$ cat src/rtl/gemm_result_drain.sv
// gemm_result_drain: reads every result tile from C SRAM and streams its elements with row/col tags
//  clk_i, rst_i                  clock, synchronous active-high reset
//  start_i, M_size_i, N_size_i   drain request and matrix size (sampled in IDLE)
//  sram_c_addr_o/re_o/rdata_i    C SRAM read port, one-cycle read latency
//  data_o, row_o, col_o          current element and its matrix coordinates
//  valid_o, ready_i, last_o      element stream handshake, final-element marker
//  busy_o, done_o                drain in progress, one-cycle completion pulse
module gemm_result_drain #(
    parameter int OutDataWidth  = 32,
    parameter int OutMemWidth   = 512,
    parameter int AddrWidth     = 16,
    parameter int SizeAddrWidth = 8,
    parameter int NumPE_M       = 4,
    parameter int NumPE_N       = 4
) (
    input  logic                     clk_i,
    input  logic                     rst_i,
    input  logic                     start_i,
    input  logic [SizeAddrWidth-1:0] M_size_i,
    input  logic [SizeAddrWidth-1:0] N_size_i,
    output logic [AddrWidth-1:0]     sram_c_addr_o,
    output logic                     sram_c_re_o,
    input  logic [OutMemWidth-1:0]   sram_c_rdata_i,
    output logic [OutDataWidth-1:0]  data_o,
    output logic [SizeAddrWidth-1:0] row_o,
    output logic [SizeAddrWidth-1:0] col_o,
    output logic                     valid_o,
    input  logic                     ready_i,
    output logic                     last_o,
    output logic                     busy_o,
    output logic                     done_o
);
    localparam int Lanes = NumPE_M * NumPE_N;
    localparam int LaneW = $clog2(Lanes);
    localparam int MSh   = $clog2(NumPE_M);
    localparam int NSh   = $clog2(NumPE_N);

    typedef enum logic [2:0] {IDLE, REQ, WAIT, STREAM, DONE} state_e;

    state_e                   state_q, state_d;
    logic [SizeAddrWidth-1:0] mt_q, nt_q, m_tiles_q, n_tiles_q, n_size_q;
    logic [LaneW-1:0]         lane_q;
    logic [OutMemWidth-1:0]   hold_q;
    logic [AddrWidth-1:0]     addr_q, tile_addr;
    logic                     hs, last_lane, last_tile, no_tiles, nt_wrap;

    assign tile_addr = AddrWidth'(int'(mt_q) * int'(n_size_q) + int'(nt_q));
    assign no_tiles  = ((M_size_i >> MSh) == '0) || ((N_size_i >> NSh) == '0);
    assign hs        = (state_q == STREAM) && ready_i;
    assign last_lane = lane_q == LaneW'(Lanes - 1);
    assign nt_wrap   = (nt_q + 1'b1) == n_tiles_q;
    assign last_tile = ((mt_q + 1'b1) == m_tiles_q) && nt_wrap;

    always_comb begin
        state_d = state_q;
        case (state_q)
            IDLE:    state_d = start_i ? (no_tiles ? DONE : REQ) : IDLE;
            REQ:     state_d = WAIT;
            WAIT:    state_d = STREAM;
            STREAM:  state_d = (hs && last_lane) ? (last_tile ? DONE : REQ) : STREAM;
            DONE:    state_d = IDLE;
            default: state_d = IDLE;
        endcase
    end

    always_ff @(posedge clk_i) begin
        if (rst_i) state_q <= IDLE;
        else       state_q <= state_d;
    end

    always_ff @(posedge clk_i) begin
        if (rst_i) begin
            mt_q      <= '0;
            nt_q      <= '0;
            m_tiles_q <= '0;
            n_tiles_q <= '0;
            n_size_q  <= '0;
            lane_q    <= '0;
            hold_q    <= '0;
            addr_q    <= '0;
        end else begin
            if (state_q == IDLE && start_i) begin
                m_tiles_q <= M_size_i >> MSh;
                n_tiles_q <= N_size_i >> NSh;
                n_size_q  <= N_size_i;
                mt_q      <= '0;
                nt_q      <= '0;
                lane_q    <= '0;
            end
            if (state_q == REQ) addr_q <= tile_addr;
            if (state_q == WAIT) begin
                hold_q <= sram_c_rdata_i;
                lane_q <= '0;
            end
            if (hs) begin
                lane_q <= lane_q + 1'b1;
                if (last_lane) begin
                    nt_q <= nt_wrap ? '0 : nt_q + 1'b1;
                    mt_q <= nt_wrap ? mt_q + 1'b1 : mt_q;
                end
            end
        end
    end

    // The address register only tracks issued reads, so the port holds its value between reads.
    assign sram_c_re_o   = state_q == REQ;
    assign sram_c_addr_o = sram_c_re_o ? tile_addr : addr_q;
    assign data_o        = hold_q[int'(lane_q) * OutDataWidth +: OutDataWidth];
    assign row_o         = SizeAddrWidth'(int'(mt_q) * NumPE_M + int'(lane_q) / NumPE_N);
    assign col_o         = SizeAddrWidth'(int'(nt_q) * NumPE_N + int'(lane_q) % NumPE_N);
    assign valid_o       = state_q == STREAM;
    assign last_o        = valid_o && last_lane && last_tile;
    assign busy_o        = (state_q == REQ) || (state_q == WAIT) || (state_q == STREAM);
    assign done_o        = state_q == DONE;
endmodule

$ cat config.mk
export PLATFORM = sky130hd
export DESIGN_NAME = gemm_result_drain
export DESIGN_NICKNAME = d
export VERILOG_FILES = /design/src/rtl/gemm_result_drain.sv
export SDC_FILE = /design/constraint.sdc
export NUM_CORES = 2
export LEC_CHECK = 0
export ABC_AREA = 1
export BUFFER_PORTS_ARGS = -buffer_cell sky130_fd_sc_hd__buf_4
export CAP_MARGIN = 15
export CORE_MARGIN = 10
export CORE_UTILIZATION = 30
export CTS_BUF_LIST = sky130_fd_sc_hd__clkbuf_4 sky130_fd_sc_hd__clkbuf_8
export CTS_CLUSTER_DIAMETER = 150
export DETAILED_ROUTE_END_ITERATION = 10
export GPL_ROUTABILITY_DRIVEN = 0
export SYNTH_ARGS = -nofsm -noshare
export SYNTH_HDL_FRONTEND = slang
export SYNTH_SLANG_ARGS = --single-unit
$ cat constraint.sdc
create_clock -name clk_i -period 9.3 [get_ports clk_i]
set_clock_uncertainty 0.1 [all_clocks]
set_input_delay 0.465 -clock clk_i [delete_from_list [all_inputs] [get_ports clk_i]]
set_output_delay 0.465 -clock clk_i [all_outputs]
set_load 0.1 [all_outputs]
; Yosys cells after proc, flatten, opt, wreduce, memory -nomap -nowiden
; Cells that the tools add are included.
[totals]
reg_bits = 571
input_bits = 532
out_inout_bits = 69
wordCells = 55
[classes]
addsub = 6
multipliers = 1
n_eq_ne = 8
shifts = 1
n_mux = 17
reduce_logical = 13
[op_table]
columns = operator, n
row1 = indexed part select 512 x 10 -> 32 bit, 1
row2 = two-way mux 8 bit, 8
row3 = adder 16 x 8 -> 16 bit, 1
row4 = adder 8 x 1 -> 8 bit (second input constant), 2
row5 = adder 8 x 2 -> 8 bit, 2
row6 = equality test 8 x 6 -> 1 bit, 2
row7 = zero test 8 bit, 2
row8 = multiplier 8 x 8 -> 16 bit, 1
row9 = two-way mux 16 bit, 1
row10 = two-way mux 3 bit, 4
row11 = two-way mux 4 bit, 3
row12 = one-hot mux 3 bit (4 select lines), 1
row13 = equality test 3 x 2 -> 1 bit (second input constant), 2
row14 = logical AND 1 bit, 6
row15 = adder 4 x 1 -> 4 bit (second input constant), 1
row16 = equality test 4 bit (second input constant), 1
row17 = equality test 3 x 1 -> 1 bit (second input constant), 1
row18 = equality test 3 bit (second input constant), 1
row19 = zero test 3 bit, 1
row20 = logical OR 1 bit, 3
row21 = inequality test 3 x 2 -> 1 bit (second input constant), 1
row22 = nonzero test 3 bit, 1

; Longest topological paths before layout
[logic_depth]
word_depth = 6
mapped_depth = 20
mapped_depth_nobuf = 19

; Worst setup path before layout
; OpenSTA, ideal clock, no wires.
[synth_path]
kind = register to output
startpoint = register mt_q[5]
endpoint = output sram_c_addr_o[12]
arrival_ns = 4.645
required_time_ns = 8.735
setup_slack_ns = 4.090
stages_incl_launch_ff = 19
n_path_buf = 1
path_cell_list = dfxtp_1 > clkbuf_1 > nand2_1 > fa_1 > fa_1 > inv_1 > fa_1 > inv_1 > fa_1 > inv_1 > ha_1 > a21oi_1 > nand2_1 > nand2_1 > o2111ai_1 > or2_2 > nand3_1 > o21ai_0 > inv_1
[synth_between]
elab_chain_len = 3
[synth_lines]
columns = item, line_no
row1 = "start, declared", 41  ; logic [SizeAddrWidth-1:0] mt_q, nt_q, m_tiles_q, n_tiles_q, n_size_q;
row2 = "start signal, assigned", 99  ; mt_q <= nt_wrap ? mt_q + 1'b1 : mt_q;
row3 = multiplier 8 x 8 -> 16 bit, 47  ; assign tile_addr = AddrWidth'(int'(mt_q) * int'(n_size_q) + int'(nt_q));
row4 = adder 16 x 8 -> 16 bit, 47
row5 = two-way mux 16 bit, n/a
row6 = "end, declared", 21  ; output logic [AddrWidth-1:0] sram_c_addr_o,
; Every way passes these cells.

; Worst setup path after layout
[layout_path]
startpoint = register mt_q[2]
endpoint = output sram_c_addr_o[14]
; The elaborated chain is that of the path after synthesis.

==> flow_summary.rst <==
.. list-table::
   :header-rows: 1

   * - Metric
     - Value
   * - Buffers from clock root to sink, at most
     - 3
   * - Final critical path time including I/O delays and setup
     - 6.18 ns
   * - Quantity of hold-fixing buffers added after cts
     - 526
   * - Clock latency reported for the late side of the worst-skew pair
     - 0.75 ns
   * - Cts repair resizes
     - 0
   * - Cells after Synth
     - 3816
   * - Sum of negative setup slack
     - 0 ns
   * - Clock-pin slew reported for the worst setup and hold paths after clock tree synthesis
     - 0.05 ns
   * - Syn Std Cell Area
     - 27000 um2
   * - Share of flip-flops with an asynchronous set or reset after synthesis
     - 0
   * - Sinks on the clock net
     - 565
   * - Sequential share of the synthesized area
     - 0.419
   * - Startpoint of the worst register-to-register path
     - mt_q[2]
   * - Family of cells with the greatest summed delay on the critical path
     - adder cells
   * - Cell type with the highest aggregate area in the netlist
     - sky130_fd_sc_hd__dfxtp_1
   * - Setup fix buffers added after clock tree synthesis
     - 0
   * - GRT Residual Overflow
     - 0
   * - Crit path kind
     - reg -> out
   * - Residual DRC
     - 0
   * - CP Max Fanout
     - 16
   * - Leakage power summed over all cells
     - 16.2 nW
   * - Vias in the first global route
     - 29400
   * - YS warnings
     - 0
   * - Capture point of the worst path
     - sram_c_addr_o[14]
   * - Post-synthesis average cell area
     - 7.07 um2
   * - Synthesized netlist net count
     - 4431
   * - Final core area utilization
     - 0.443
   * - R2R setup slack
     - 4.49 ns
   * - Number of buffers added on ports
     - 598
   * - Total Nets Final
     - 5369
   * - Fraction of layout instances using a drive strength above 1
     - 0.175
   * - Area share of the largest cell type after synthesis
     - 0.419
   * - Hold crit path type
     - in -> reg
   * - Wire length of the first global-routing pass
     - 188 mm
   * - Unrepaired setup endpoints after global routing
     - no
   * - Via count
     - 30100
   * - Critical path data arrival time
     - 5.61 ns
   * - Number of detailed-routing iterations run before antenna repair
     - 7
   * - Final Max Slew Viols
     - 0
   * - FF+latch count, synth
     - 565
   * - Number of max-capacitance violations reported
     - 0
   * - Number of violations reported at the end of detailed-routing iteration 0
     - 2826
   * - Maximum clock frequency
     - 0.162 GHz
   * - Clock tree root driver cell
     - sky130_fd_sc_hd__clkbuf_8
   * - Sum of net half-perimeters after detailed placement
     - 89.6 mm
   * - Global routing usage summed across all routing layers
     - 0.242
   * - Most common library cell in the layout ignoring fill and taps
     - sky130_fd_sc_hd__a21oi_1
   * - Stage delay of the slowest cell on the critical path
     - 0.77 ns
   * - Area contributors post-synth
     - sky130_fd_sc_hd__dfxtp_1 42%, sky130_fd_sc_hd__a21oi_1 15%, sky130_fd_sc_hd__o21ai_0 10%, sky130_fd_sc_hd__nand2_1 10%, sky130_fd_sc_hd__inv_1 5.8%
   * - Clock tree from TritonCTS
     - yes
   * - Crit. End Element
     - output pin
   * - Leading cell types in the layout, fill and taps excluded
     - 804 x sky130_fd_sc_hd__a21oi_1, 721 x sky130_fd_sc_hd__nand2_1, 624 x sky130_fd_sc_hd__buf_4, 561 x sky130_fd_sc_hd__dfxtp_1, 543 x sky130_fd_sc_hd__o21ai_0
   * - Critical path launch point type
     - flop
   * - Power density over cell area
     - 168 nW/um2
   * - Cell row count
     - 109
   * - Die area
     - 102000 um2
   * - Dominant register cell in the synthesized netlist
     - sky130_fd_sc_hd__dfxtp_1
   * - Required time worst endpoint
     - 8.74 ns
   * - Run status
     - finished clean
   * - Overall die height
     - 320 um
   * - Layout overhead on the synthesized area
     - 45.7%
   * - Largest net degree at the start of global routing
     - 224
   * - Worst-path cell chain
     - nand2_1 > fa_1 > fa_1 > inv_1 > fa_1 > inv_1 > fa_1 > inv_1 > ha_1 > a21oi_1 > o21ai_0 > a21oi_1 > o21ai_0 > or2_2 > nand3_1 > nand2_1 > buf_4
   * - Initial standard-cell utilization of the core
     - 0.304
   * - Worst Path Buf+Inv
     - 4
   * - Number of enable flip-flop cells after synthesis
     - 0
   * - Final number of hold-violating endpoints
     - 0
   * - Number of top-level design ports
     - 601
   * - Rel. slew slack
     - 0.242
   * - Detail-routed via count per cell
     - 5.01
   * - Capture instance of the worst register-to-register path
     - addr_q[14]
   * - Routed Wire Length
     - 130 mm
   * - Total Power
     - 6.60 mW
   * - Critical path launch point
     - mt_q[2]
   * - Area inside the core boundary
     - 88800 um2
   * - Initial antenna violation count
     - 26
   * - Cell depth of the worst flop-to-flop path
     - 16
   * - Maximum level of the CTS H-tree
     - 3
   * - Worst slew pin tran
     - 1.13 ns
   * - Total of endpoints with negative setup slack in the final report
     - 0
   * - Worst-case hold slack
     - 0.0448 ns
   * - Number of buffers inserted during clock tree synthesis
     - 102
   * - Dominant cell type by count on the critical path
     - sky130_fd_sc_hd__fa_1
   * - Count of unique library cells instantiated by Yosys
     - 37
   * - DIE WIDTH
     - 320 um
   * - Maximum resistive drop on vdd
     - 105 uV
   * - Routed wire per std cell
     - 21.6 um
   * - Fraction of the cycle the final worst path needs
     - 0.664
   * - Slowest stage cell on the critical path
     - sky130_fd_sc_hd__dfxtp_1
   * - Number of cells on the critical path
     - 17
   * - Final antenna-violating net count
     - 0
-- synth_stat cells, types with 13 or more instances --
library cell and instances:
sky130_fd_sc_hd__a21oi_1 804, sky130_fd_sc_hd__buf_1 19, sky130_fd_sc_hd__buf_2 84, sky130_fd_sc_hd__buf_4 13, sky130_fd_sc_hd__clkbuf_1 201, sky130_fd_sc_hd__dfxtp_1 565
sky130_fd_sc_hd__fa_1 44, sky130_fd_sc_hd__ha_1 39, sky130_fd_sc_hd__inv_1 415, sky130_fd_sc_hd__nand2_1 721, sky130_fd_sc_hd__nand3_1 226, sky130_fd_sc_hd__nor2_1 53
sky130_fd_sc_hd__o21ai_0 543
-- power by group --
part           switching, mW  total [mW]  internal, mW
sequential            0.0844        2.72          2.64
combinational          0.842        1.35         0.513
clock                   1.12        2.53          1.40
-- per-stage QoR --
stage	cells	cell area [um2]	worst slack, ns
2_1_floorplan	3816	27000	4.09
3_3_place_gp	5289	31800	3.86
3_5_place_dp	5289	31800	3.87
4_1_cts	5991	39200	2.97
5_1_grt	6007	39300	2.74
6_report	6015	39300	3.12
-- per-layer routing --
layer | GRT usage | routed length (um) | vias to the layer above
li1 | - | - | 14400
met1 | 0.300 | 54500 | 14200
met2 | 0.392 | 60300 | 1176
met3 | 0.0563 | 9320 | 306
met4 | 0.118 | 5950 | 8
met5 | 0 | 39 | -
-- registers in the layout (all words and copies together) (netlist names) --
signal,cells
n_size_q,8
addr_q,16
lane_q,4
hold_q,512
state_q,3
m_tiles_q,6
nt_q,8
mt_q,8
-- how the worst min path moves through the flow --
stage                startpoint  depth (start not counted)     endpoint
global placement    hold_q[162]                          2  hold_q[162]
CTS                       rst_i                          2    addr_q[1]
floorplan           hold_q[192]                          2  hold_q[192]
finish                    rst_i                          2    addr_q[3]
global route              rst_i                          2    addr_q[7]
detailed placement  hold_q[185]                          2  hold_q[185]
-- layout make-up --
type,instances,area (um2)
inverters,421,1600
flip-flops and latches,565,11300
clock inverters,20,244
diodes,24,60.1
fillers,8746,49500
multi-input cells,2512,12700
clock buffers,156,1880
well taps,1165,1460
repair buffers,1152,9980
-- kinds of logic (layout without fill, tap and decap cells) --
kind of cell,after synthesis,after routing,synth area share
compound gates,1373,1373,0.257
simple gates,1042,1042,0.160
buf+inv,739,1749,0.109
flops,565,565,0.419
fa+ha+maj,83,83,0.0507
xor+xnor,14,14,0.00455
other cells,0,24,0
Power figures use the tool's default switching activity.
